## src/rtl/mouse_click_decoder.sv

```systemverilog
`default_nettype none
// ============================================================================
// Module      : mouse_click_decoder
// Description : Filters the PS/2 left button, validates press/release inside
//               one cell of a 3x3 board and offers the cell (0..8) as a move
//               over a valid/ready handshake.
//               Optional macro HOVER_CELL_EN adds a registered hover_cell.
// Revision    : 1.0 - initial release
// ============================================================================
module mouse_click_decoder #(
    parameter int X0       = 160,
    parameter int Y0       = 80,
    parameter int CELL_W   = 100,
    parameter int CELL_H   = 100,
    parameter int HOLD_MIN = 4
) (
    input  logic       CLK_100MHZ,
    input  logic       reset,
    input  logic [9:0] posX,
    input  logic [8:0] posY,
    input  logic [2:0] buttons,
    input  logic       move_ready,
    output logic       move_valid,
    output logic [3:0] move_cell,
    output logic [3:0] hover_cell
);

    localparam int               c_CNT_W = $clog2(HOLD_MIN + 1);
    localparam logic [c_CNT_W-1:0] c_HOLD = c_CNT_W'(HOLD_MIN);
    localparam logic [c_CNT_W-1:0] c_ONE  = c_CNT_W'(1);

    localparam logic [10:0] c_X0 = 11'(X0);
    localparam logic [10:0] c_X1 = 11'(X0 + CELL_W);
    localparam logic [10:0] c_X2 = 11'(X0 + 2 * CELL_W);
    localparam logic [10:0] c_X3 = 11'(X0 + 3 * CELL_W);
    localparam logic [10:0] c_Y0 = 11'(Y0);
    localparam logic [10:0] c_Y1 = 11'(Y0 + CELL_H);
    localparam logic [10:0] c_Y2 = 11'(Y0 + 2 * CELL_H);
    localparam logic [10:0] c_Y3 = 11'(Y0 + 3 * CELL_H);

    typedef enum logic [1:0] {
        S_IDLE     = 2'd0,
        S_PRESS    = 2'd1,
        S_PENDING  = 2'd2,
        S_WAIT_REL = 2'd3
    } state_t;

    state_t               r_state;
    state_t               w_next;
    logic                 r_btn_f;
    logic                 r_btn_d;
    logic [c_CNT_W-1:0]   r_cnt;
    logic [3:0]           r_latched;
    logic [3:0]           r_move_cell;
    logic                 w_latch_en;
    logic                 w_load_move;
    logic                 w_rise;
    logic                 w_fall;
    logic [10:0]          w_x;
    logic [10:0]          w_y;
    logic [1:0]           w_col;
    logic [1:0]           w_row;
    logic                 w_inside;
    logic [3:0]           w_cell;
    logic                 w_unused;

    assign w_unused = &{1'b0, buttons[2:1]};

    // Button filter: btn_f only follows a raw level held for HOLD_MIN+1 cycles
    always_ff @(posedge CLK_100MHZ or posedge reset) begin
        if (reset) begin
            r_btn_f <= 1'b0;
            r_btn_d <= 1'b0;
            r_cnt   <= '0;
        end else begin
            r_btn_d <= r_btn_f;
            if (buttons[0] == r_btn_f) begin
                r_cnt <= '0;
            end else if (r_cnt == c_HOLD) begin
                r_btn_f <= ~r_btn_f;
                r_cnt   <= '0;
            end else begin
                r_cnt <= r_cnt + c_ONE;
            end
        end
    end

    assign w_rise = r_btn_f & ~r_btn_d;
    assign w_fall = ~r_btn_f & r_btn_d;

    // Threshold compare instead of division
    assign w_x      = {1'b0, posX};
    assign w_y      = {2'b00, posY};
    assign w_col    = (w_x < c_X1) ? 2'd0 : (w_x < c_X2) ? 2'd1 : 2'd2;
    assign w_row    = (w_y < c_Y1) ? 2'd0 : (w_y < c_Y2) ? 2'd1 : 2'd2;
    assign w_inside = (w_x >= c_X0) && (w_x < c_X3) && (w_y >= c_Y0) && (w_y < c_Y3);
    assign w_cell   = {2'b00, w_row} * 4'd3 + {2'b00, w_col};

    always_ff @(posedge CLK_100MHZ or posedge reset) begin
        if (reset) begin
            r_state     <= S_IDLE;
            r_latched   <= 4'd0;
            r_move_cell <= 4'd0;
        end else begin
            r_state <= w_next;
            if (w_latch_en) r_latched <= w_cell;
            if (w_load_move) r_move_cell <= r_latched;
        end
    end

    always_comb begin
        w_next      = r_state;
        w_latch_en  = 1'b0;
        w_load_move = 1'b0;
        case (r_state)
            S_IDLE: begin
                if (w_rise) begin
                    if (w_inside) begin
                        w_next     = S_PRESS;
                        w_latch_en = 1'b1;
                    end else begin
                        w_next = S_WAIT_REL;
                    end
                end
            end
            S_PRESS: begin
                if (w_fall) begin
                    if (w_inside && (w_cell == r_latched)) begin
                        w_next      = S_PENDING;
                        w_load_move = 1'b1;
                    end else begin
                        w_next = S_IDLE;
                    end
                end
            end
            S_PENDING: begin
                if (move_ready) w_next = r_btn_f ? S_WAIT_REL : S_IDLE;
            end
            S_WAIT_REL: begin
                if (!r_btn_f) w_next = S_IDLE;
            end
            default: w_next = S_IDLE;
        endcase
    end

    assign move_valid = (r_state == S_PENDING);
    assign move_cell  = r_move_cell;

`ifdef HOVER_CELL_EN
    logic [3:0] r_hover;

    always_ff @(posedge CLK_100MHZ or posedge reset) begin
        if (reset) r_hover <= 4'd15;
        else       r_hover <= w_inside ? w_cell : 4'd15;
    end

    assign hover_cell = r_hover;
`else
    assign hover_cell = 4'd15;
`endif

endmodule
`default_nettype wire
```

## config.mk

```make
export PLATFORM = sky130hd
export DESIGN_NAME = mouse_click_decoder
export DESIGN_NICKNAME = d
export VERILOG_FILES = /design/src/rtl/mouse_click_decoder.sv
export SDC_FILE = /design/constraint.sdc
export NUM_CORES = 1
export LEC_CHECK = 0
export CORE_MARGIN = 1
export CORE_UTILIZATION = 44
export DETAILED_ROUTE_END_ITERATION = 6
export GPL_ROUTABILITY_DRIVEN = 0
export GPL_TIMING_DRIVEN = 0
export PLACE_DENSITY = 0.87
export SLEW_MARGIN = 20
export SYNTH_ARGS = -nofsm -noshare
export SYNTH_HDL_FRONTEND = slang
export SYNTH_SLANG_ARGS = --single-unit
```

## constraint.sdc

```tcl
create_clock -name CLK_100MHZ -period 2.09 [get_ports CLK_100MHZ]
set_input_delay 0.209 -clock CLK_100MHZ [delete_from_list [all_inputs] [get_ports CLK_100MHZ]]
set_output_delay 0.209 -clock CLK_100MHZ [all_outputs]
set_load 0.02 [all_outputs]
```

## After elaboration in Yosys (flattened, before gate mapping)

Index checks and enable logic that the tools add are counted.

| operators by class | value |
|---|---|
| $add $sub $neg | 2 |
| bitwise operators | 5 |
| eq/ne operators | 10 |
| $lt $le $gt $ge | 8 |
| multiplexer cells | 20 |
| reductions and logical operators | 7 |
| multiply operators | 1 |

Operators by type and width:

| kind | count |
|---|---|
| $lt A10 B9 Y1 const B | 3 |
| $mux W2 | 11 |
| $lt A9 B9 Y1 const B | 2 |
| $ge A10 B8 Y1 const B | 1 |
| $ge A9 B7 Y1 const B | 1 |
| $lt A9 B8 Y1 const B | 1 |
| $ne A2 B2 Y1 const B | 4 |
| $pmux W2 S4 | 1 |
| $mux W1 | 6 |
| $mux W3 | 2 |
| $add A4 B2 Y4 | 1 |
| $eq A2 B2 Y1 const B | 2 |
| $eq A4 B4 Y1 | 1 |
| $logic_and A1 B1 Y1 | 4 |
| $mul A2 B2 Y4 const B | 1 |
| $reduce_and A4 Y1 | 1 |
| $add A3 B1 Y3 const B | 1 |
| $eq A3 B3 Y1 const B | 1 |
| $not A1 Y1 | 3 |
| $and A1 B1 Y1 | 2 |
| $eq A2 B1 Y1 const B | 1 |
| $logic_not A2 Y1 | 1 |
| $reduce_and A2 Y1 | 1 |
| $eq A1 B1 Y1 | 1 |

| storage, ports and cells | value |
|---|---|
| register bits | 15 |
| input port bits | 25 |
| logic and storage cells | 59 |

## Depth between registers and ports, before layout

Gate-level depths: netlist of the first run.

| logic depth | value |
|---|---|
| word-level depth | 10 |
| mapped depth | 13 |

## Worst setup path before layout of the first run

OpenSTA, ideal clock, no wires.

| path | value |
|---|---|
| path kind | in2reg |
| start | input port posY[4] |
| end | register r_move_cell[0] (netlist: move_cell[0]) |
| setup time | 125 ps |
| stages on the path | 12 |
| path buffers | 0 |
| slack | -1315 ps |
| arrival time | 3281 ps |
| path through | and2_1 -> o41ai_1 -> o21ai_0 -> fa_1 -> inv_1 -> ha_1 -> fa_1 -> xnor2_1 -> nand3_1 -> nor4_1 -> nand3b_1 -> mux2_2 |

| on the way | value |
|---|---|
| longest elaborated chain between the ends | 10 |

Ends and longest elaborated chain:

| element | line | RTL |
|---|---|---|
| start, declared | 20 | `input logic [8:0] posY,` |
| $lt A9 B9 Y1 | 95 | `assign w_row = (w_y < c_Y1) ? 2'd0 : (w_y < c_Y2) ? 2'd1 : 2'd2;` |
| $mux W2 | 95 |  |
| $mux W2 (*) | 95 |  |
| $mul A2 B2 Y4 (*) | 97 | `assign w_cell = {2'b00, w_row} * 4'd3 + {2'b00, w_col};` |
| $add A4 B2 Y4 (*) | 97 |  |
| via w_cell[2] | 64 | `logic [3:0] w_cell;` |
| $eq A4 B4 Y1 (*) | 128 | `if (w_inside && (w_cell == r_latched)) begin` |
| $logic_and A1 B1 Y1 (*) | 128 |  |
| $mux W1 (*) | 128 |  |
| $mux W1 (*) | 127 | `if (w_fall) begin` |
| $mux W1 (*) | 115 | `case (r_state)` |
| end signal, assigned | 107 | `if (w_load_move) r_move_cell <= r_latched;` |
| end, declared | 54 | `logic [3:0] r_move_cell;` |

Mark *: on every way through the listed nets, which the timed path passes. The rest lies on a longest branch.
A chain may end at the register's enable or synchronous reset.

## Worst setup path after layout of the first run

| path | value |
|---|---|
| start | input port posY[3] |
| end | register r_move_cell[1] (netlist: move_cell[1]) |

The elaborated chain is that of the path after synthesis.

==> metrics.txt, run 1 <==
Max clock buf depth 2; worst hold-check path type in2async; number of global-route vias before repair 856; Critical Path RT approximately 2300 ps; RSZ-0062 raised after global routing yes; first-pass GRT wire length 3491 um; Vias between 800 and 900; H-tree depth 1; outcome finished with violations; # port buffers 23; # IOs 34; Final Non-Filler Cells ~160; First-pass DRT Iterations 4; Max VDD drop 0.6989 mV; die area 2413 um^2; final wirelength 2100 um; # DRC 0; placed wire-length estimate 1520 um; share of cells above drive strength 1 0.3209; CTS tree yes; PD cells 888.8 nW/um^2; Max-Cap Viols 0; Lkg Pwr 0.6491 nW; Final setup viols 7; Final WS setup -965.4 ps; Slew Limit Fails 0; Max Clk Rate about 0.33 GHz; FP Rows 16; Clock transition at path regs about 80 ps; hold_buf cts 0; Clock Skew 1.132 ps; startpoint types primary input; Clock Latency Late Sink about 270 ps; diode count 0; GR Overflow Total 0; Pwr Total 0.001267 W; Starting Density 0.4833; Rel. slew slack 0.6329; sequential area share after synthesis 0.3841; Core Region 2022 um^2; CP Max Fanout 4; Placed Instances about 150; final period utilization 1.462; post-synthesis cell area 977.2 um^2; crit path time final 3055 ps; remaining antenna violation count 0; Synth warnings 0; worst slew pin tran between 500 and 600 ps; syn avg cell area 10.18 um^2; antenna violations before repair 0; Via density 5.248; Sinks on Clock Net 15; Final nets 166; clk root buf clkbuf_4; Worst Path Arrival 3220 ps; drt wl/cell roughly 13 um; Area growth, synth to finish 45.84%; violations in the final reports negative setup slack; synthesized instance count 96; All-Layer GR Usage 0.1889; Die W 49.13 um; WS Path Type in2reg; synth unique cells 35; crit path capture type flop; pin count of the biggest net entering global routing 16; TritonCTS buffer count 3; #FFs+latches synth 15; Final Hold Viols 0; Iter 0 DRT Violations 10; Die Y 49.13 um
-- sequential cells by signal, summed over array words and instances, names as in the netlist --
signal     flops
move_cell      4
r_btn_d        1
r_btn_f        1
r_cnt          3
r_latched      4
r_state        2
-- cells by family after synthesis --
group	share of synthesized area
adder cells (fa/ha/maj)	0.09219
other	0.003838
flip-flops	0.3841
XOR/XNOR	0.04481
AND/OR/NAND/NOR	0.1549
buffers and inverters	0.07042
multiplexers	0.1140
AO/OA/AOI/OAI	0.1357
-- layout make-up --
| type | instances | area [um^2] |
|---|---|---|
| buffer | 5 | 35.03 |
| inverter | 9 | 33.78 |
| tap | 27 | 33.78 |
| sequential | 15 | 375.4 |
| clock buffer | 4 | 26.28 |
| multi-input combinational | 70 | 633.1 |
| fill | 160 | 596.8 |
| timing repair buffer | 31 | 287.8 |
-- placed cells by master (no fill, tap or decap), drive strengths merged, types with 3 or more instances in the layout --
| cell | n |
|---|---|
| o21ai | 6 |
| nor2 | 6 |
| clkbuf | 4 |
| a21oi | 4 |
| nand2 | 3 |
| dlygate4sd2 | 7 |
| a211oi | 3 |
| clkdlybuf4s50 | 11 |
| inv | 9 |
| mux2 | 9 |
| ha | 4 |
| buf | 16 |
| dfrtp | 15 |
| conb | 4 |
| xnor2 | 4 |
| nor2b | 3 |
-- metrics by stage --
step	setup WS (ps)	cell area [um^2]	hold slack [ps]	util	setup TNS (ps)
CTS	-1071	1385	294.5	0.6850	-5486
finish	-965.4	1425	284.3	0.7048	-4909
global placement	-1577	1286	455.8	0.6361	-9725
global route	-1079	1425	356.8	0.7048	-5634
detailed placement	-1654	1286	472.0	0.6361	-10320
floorplan	-885.3	1022	110.5	-	-4564
-- Yosys cell counts, drive strengths merged --
cell type,number,share of area
xnor2,4,0.036
xor2,1,0.0090
mux2i,1,0.010
mux2,9,0.10
nor4,2,0.013
nand3b,1,0.0077
nand2,3,0.012
inv,9,0.035
nand4,1,0.0064
o21a,2,0.015
or2,1,0.0064
buf,5,0.036
nand3,2,0.010
dfrtp,15,0.38
and2,1,0.0064
fa,2,0.041
a31oi,1,0.0064
nor2,6,0.023
o21ai,6,0.031
a21oi,4,0.020
a41o,1,0.010
a211o,1,0.0090
ha,4,0.051
nor4b,2,0.033
nor3b,1,0.0077
nor2b,3,0.019
o22ai,1,0.0064
o41ai,1,0.0090
nor3,2,0.010
a211oi,3,0.028
conb,1,0.0038
-- power by group --
group          switching, W  leakage, nW  total [W]  internal [W]
Sequential         0.000106        0.195   0.000497      0.000391
Combinational      0.000299        0.439   0.000612      0.000313
Clock             0.0000832       0.0150   0.000157     0.0000740
-- final timing paths --
check / end / start / slack (ps) / cells after the start
min reg2reg: r_cnt[0] / r_cnt[0] / 480 / 1
min in group CLK_100MHZ: r_cnt[0] / r_cnt[0] / 480 / 1
min: r_latched[3] / reset / 280 / 2
max reg2reg: move_cell[1] / r_state[0] / 470 / 6
max: move_cell[1] / posY[3] / -970 / 14
max in group asynchronous: r_state[1] / reset / 1450 / 2
-- critical path, cell delays in order --
cell and delay [ps]:
buf_6 90, and2_4 150, o41ai_4 350, o21ai_2 120
fa_1 540, inv_1 40, ha_2 160, fa_2 560
xnor2_2 120, nand3_2 120, nor4_4 170, nand3b_1 130
buf_6 150, mux2_4 290
-- routing by layer --
layer / global-route usage / up-vias / share of wire
li1: - / 411 / -
met3: 0.01558 / 4 / 0.061
met1: 0.2024 / 401 / 0.41
met4: 0.08824 / 0 / 0.017
met2: 0.3653 / 29 / 0.51
met5: 0 / - / 0
-- timing repair --
action | in CTS | in global routing
setup endpoints to repair | 8 | 7
gates resized for setup | 36 | 4
pin swaps | 12 | 8
setup buffers | 6 | 3
No activity file was read; power rests on OpenSTA's default activity.
==> run 2, diff against run 1 <==
--- a/config.mk
+++ b/config.mk
@@ -11,6 +11,7 @@
 export GPL_ROUTABILITY_DRIVEN = 0
 export GPL_TIMING_DRIVEN = 0
 export PLACE_DENSITY = 0.87
+export SETUP_SLACK_MARGIN = 0.1
 export SLEW_MARGIN = 20
 export SYNTH_ARGS = -nofsm -noshare
 export SYNTH_HDL_FRONTEND = slang
==> metrics.txt, run 2 (synthesis gave the netlist of run 1 again) <==
outcome finished with violations; violations in the final reports negative setup slack; Finished Core Util 0.6832 (-0.02166); startpoint types primary input; Clock Latency Late Sink 280 ps (about the same); share of cells above drive strength 1 0.3233 (+0.002413); Lkg Pwr 0.6433 nW (-0.90%); placed wire-length estimate 1459 um (-4.0%); Rel. slew slack 0.6119 (-0.02107); First-pass DRT Iterations 2 (-2); crit path capture type flop; first-pass GRT wire length 3284 um (-5.9%); RSZ-0062 raised after global routing yes; final wirelength 1934 um (-7.9%); Max clock buf depth 2 (unchanged); Starting Density 0.4833 (unchanged); Final nets 165 (-0.60%); # DRC 0 (unchanged); Area growth, synth to finish 41.36%; Max Clk Rate 0.3223 GHz (-1.5%); Die Y 49.13 um (unchanged); commonest non-fill, non-tap cells in the layout 15 x dfrtp_1, 11 x buf_4, 10 x clkdlybuf4s50_1; Slew Limit Fails 0 (unchanged); Critical Path RT 2250 ps (about the same); WS Path Type in2reg; die area 2413 um^2 (unchanged); H-tree depth 1 (unchanged); Max-Cap Viols 0 (unchanged); worst hold-check path type in2async; Die W 49.13 um (unchanged); most common cell after layout, fill and taps aside dfrtp_1; FP Rows 16 (unchanged); number of global-route vias before repair 790 (-7.7%); PD cells 875.1 nW/um^2 (-1.5%); antenna violations before repair 0 (unchanged); CP Max Fanout 4 (unchanged); Iter 0 DRT Violations 4 (-6); clk root buf clkbuf_4; Clock Skew 3.915 ps (+2.783 ps); setup_tns -4978 ps (-68.80 ps); # port buffers 23 (unchanged); Final setup viols 7 (unchanged); pin count of the biggest net entering global routing 16 (unchanged); crit path time final 3102 ps (+46.88 ps); remaining antenna violation count 0 (unchanged); All-Layer GR Usage 0.1758 (-0.01302); Final Hold Viols 0 (unchanged); TritonCTS buffer count 3 (unchanged); GR Overflow Total 0 (unchanged); diode count 0 (unchanged); Via density 5.056 (-3.7%); worst slew pin tran 581.5 ps (+31.57 ps); CTS tree yes; Clock transition at path regs 80 ps (about the same); final period utilization 1.484 (+0.02243); Vias 809 (-4.3%); drt wl/cell 12.09 um (-7.3%); Max VDD drop 0.6622 mV (-5.3%); Worst Path Arrival 3270 ps (+50 ps); Core Region 2022 um^2 (unchanged); Sinks on Clock Net 15 (unchanged); Final WS setup -1012 ps (-46.88 ps); # IOs 34 (unchanged)
[run 2: routing by layer]
| layer | vias up | global-route usage | wire [um] |
|---|---|---|---|
| met3 | 0 | 0.02181 | 106 |
| met1 | 382 | 0.2112 | 828 |
| met4 | 0 | 0.07353 | 0 |
| met2 | 22 | 0.3128 | 999 |
| li1 | 405 | - | - |
| met5 | - | 0 | 0 |
[run 2: power breakdown]
part	switching, W	internal [W]
clock	0.0000852	0.0000739
sequential	0.000102	0.000391
combinational	0.000265	0.000291
[run 2: path summary, 6_finish.rpt]
check                                  start  slack [ps]  cells past startpoint           end
worst max-delay path                 posY[3]       -1010                     13  move_cell[3]
worst min-delay path                   reset         290                      2    r_state[1]
worst max register to register  r_latched[2]         420                      5  move_cell[3]
worst min register to register      r_cnt[0]         490                      1      r_cnt[0]
max in group asynchronous              reset        1420                      2      r_cnt[1]
min in group CLK_100MHZ             r_cnt[0]         490                      1      r_cnt[0]
[run 2: critical path, stage by stage]
cell	delay, ps
buf_6	90
and2_4	150
o41ai_4	320
o21ai_2	120
fa_1	550
inv_1	50
ha_2	170
fa_2	570
xnor2_2	130
nand3_2	100
nor4_2	180
nand3b_1	260
mux2_4	360
[run 2: repair_timing]
action,CTS,global route
pin swaps,12,8
hold buffers,0,0
endpoints found under the setup margin,8,8
setup buffers,4,3
gates resized for setup,28,11
[run 2: area by class of cell]
cell class,count,area [um^2]
plain buffers,5,35.03
fillers,163,640.6
multi-input cells,70,615.6
repair buffers,30,261.5
clock buffers,4,26.28
well taps,27,33.78
inverters,9,33.78
flip-flops and latches,15,375.4
[run 2: per-stage QoR]
step	total power [W]	worst slack, ps	std cells	instance area, um^2	hold slack [ps]
floorplan	0.0008487	-885.3	99	1026	110.5
finish	0.001209	-1012	160	1381	286.7
CTS	0.001175	-1192	157	1354	298.2
detailed placement	0.001003	-1704	149	1290	484.7
global placement	0.0009732	-1583	149	1290	456.6
global route	0.001311	-1090	160	1381	324.5
==> run 3, diff against run 2 <==
--- a/config.mk
+++ b/config.mk
@@ -6,13 +6,15 @@
 export NUM_CORES = 1
 export LEC_CHECK = 0
 export CORE_MARGIN = 1
-export CORE_UTILIZATION = 44
+export CORE_UTILIZATION = 40
 export DETAILED_ROUTE_END_ITERATION = 6
 export GPL_ROUTABILITY_DRIVEN = 0
 export GPL_TIMING_DRIVEN = 0
-export PLACE_DENSITY = 0.87
+export PLACE_DENSITY = 0.84
+export RECOVER_POWER = 100
 export SETUP_SLACK_MARGIN = 0.1
 export SLEW_MARGIN = 20
 export SYNTH_ARGS = -nofsm -noshare
 export SYNTH_HDL_FRONTEND = slang
 export SYNTH_SLANG_ARGS = --single-unit
+export TNS_END_PERCENT = 100
==> constraint.sdc (replaced) <==
create_clock -name CLK_100MHZ -period 2.5 [get_ports CLK_100MHZ]
set_input_delay 0.25 -clock CLK_100MHZ [delete_from_list [all_inputs] [get_ports CLK_100MHZ]]
set_output_delay 0.25 -clock CLK_100MHZ [all_outputs]
set_load 0.02 [all_outputs]
==> metrics.txt, run 3 (synthesis gave the netlist of run 1 again) <==
outcome finished with violations; violations in the final reports negative setup slack; Critical path origin posY[6]; Die W 51.43 um (+4.7%); Starting Density 0.4334 (-0.04988); CTS tree yes; final wirelength 1928 um (-0.31%); worst hold-check path type in2async; Sinks on Clock Net 15 (unchanged); first-pass GRT wire length 3429 um (+4.4%); Max Clk Rate 0.3477 GHz; PD cells 732.9 nW/um^2 (-16%); most common cell after layout, fill and taps aside dfrtp_1; die area 2645 um^2 (+9.6%); First-pass DRT Iterations 1 (-1); worst slew pin tran 535.5 ps (-46.00 ps); remaining antenna violation count 0 (unchanged); Max clock buf depth 2 (unchanged); RSZ-0062 raised after global routing yes; Rel. slew slack 0.6426 (+0.03070); CP Max Fanout 4 (unchanged); GR Overflow Total 0 (unchanged); share of cells above drive strength 1 0.3206 (-0.002698); placed wire-length estimate 1504 um (+3.1%); TritonCTS buffer count 3 (unchanged); Fill cells 208 (+28%); crit path capture type flop; Final Hold Viols 0 (unchanged); Clock Skew 0.7765 ps (-3.138 ps); final instance area 1358 um^2 (-1.7%); Final nets 163 (-1.2%); # port buffers 23 (unchanged); Clock transition at path regs 80 ps (about the same); Worst R2R End move_cell[0]; number of global-route vias before repair 831 (+5.2%); All-Layer GR Usage 0.1736 (-0.002287); crit path capture move_cell[0]; Core Region 2255 um^2 (+12%); # IOs 34 (unchanged); Reg2Reg Depth 5 (unchanged); drt wl/cell 12.13 um (+0.32%); Clock Latency Late Sink 280 ps (about the same); Die Y 51.43 um (+4.7%); Post-DP Area 1287 um^2 (-0.19%); Final WS setup -375.8 ps (+636.5 ps); Lkg Pwr 0.6557 nW (+1.9%); startpoint types primary input; Critical Path RT 2670 ps (+420 ps); FP Rows 17 (+1); R2R setup slack 900 ps (+480 ps); crit path time final between 2000 and 3000 ps; Final setup viols 5 (-2); Placed Instances 150 (+0.67%); Max-Cap Viols 0 (unchanged); Reg-to-Reg Start r_state[0]; Max VDD drop 0.5277 mV (-20%); antenna violations before repair 0 (unchanged); diode count 0 (unchanged); Area growth, synth to finish 38.92%; # DRC 0 (unchanged); Vias 811 (+0.25%); commonest non-fill, non-tap cells in the layout 15 x dfrtp_1, 9 x inv_1, 8 x mux2_2; H-tree depth 1 (unchanged); Final Non-Filler Cells 159 (-0.63%); final period utilization 1.150; WS Path Type in2reg; Worst Path Arrival 3040 ps (-230 ps); hold_buf cts 0 (unchanged); pin count of the biggest net entering global routing 16 (unchanged); Iter 0 DRT Violations 0 (-4); clk root buf clkbuf_4; Slew Limit Fails 0 (unchanged); Via density 5.101 (+0.88%)
[run 3: power by group]
group	switching [W]	total, W	leakage [nW]	internal [W]
sequential	0.0000842	0.000411	0.195	0.000327
clock	0.0000713	0.000133	0.0150	0.0000619
combinational	0.000222	0.000451	0.446	0.000229
total	0.000378	0.000995	0.656	0.000617
[run 3: worst max-delay path, stage by stage]
cell and delay [ps]:
buf_2 130, o41ai_4 350, o21ai_2 110, fa_1 490, inv_1 40, ha_2 160
fa_1 510, xnor2_1 120, nand3_1 100, nor4_2 180, nand3b_1 240, mux2_4 350
[run 3: worst min path at each step]
stage | start | to | slack [ps]
floorplan | reset | move_cell[0] | 150
global placement | r_cnt[0] | r_cnt[0] | 460
detailed placement | r_cnt[0] | r_cnt[0] | 470
CTS | reset | r_state[1] | 320
global route | reset | move_cell[1] | 500
finish | reset | move_cell[1] | 440
[run 3: routing by layer]
layer,up-vias,GRT usage,share of wire
li1,399,-,-
met1,383,0.1816,0.41
met2,25,0.3333,0.51
met3,4,0.02381,0.060
met4,0,0.08108,0.017
met5,-,0,0
[run 3: layout make-up]
cell class | instances | area [um^2] | share of cell area
multi-input cells | 70 | 601.8 | 0.4433
plain buffers | 5 | 35.03 | 0.02581
repair buffers | 28 | 250.2 | 0.1843
flip-flops and latches | 15 | 375.4 | 0.2765
clock buffers | 4 | 26.28 | 0.01935
well taps | 28 | 35.03 | 0.02581
inverters | 9 | 33.78 | 0.02488
[run 3: per-stage QoR]
stage | hold slack [ps] | total power (W) | TNS [ps] | setup slack (ps) | utilization
after floorplan | 151.5 | 0.0007091 | -2284 | -516.3 | -
after global placement | 459.4 | 0.0008140 | -6645 | -1211 | 0.5710
after detailed placement | 468.5 | 0.0008415 | -6861 | -1229 | 0.5710
after CTS | 324.7 | 0.001004 | -3444 | -734.2 | 0.6077
after global routing | 503.7 | 0.001081 | -2477 | -540.6 | 0.6021
final | 441.7 | 0.0009950 | -1617 | -375.8 | 0.6021
[run 3: repair_timing]
item / CTS / global route
pin swaps: 13 / 12
buffers inserted: 5 / 0
gates resized for setup: 30 / 19
endpoints found under the setup margin: 7 / 6
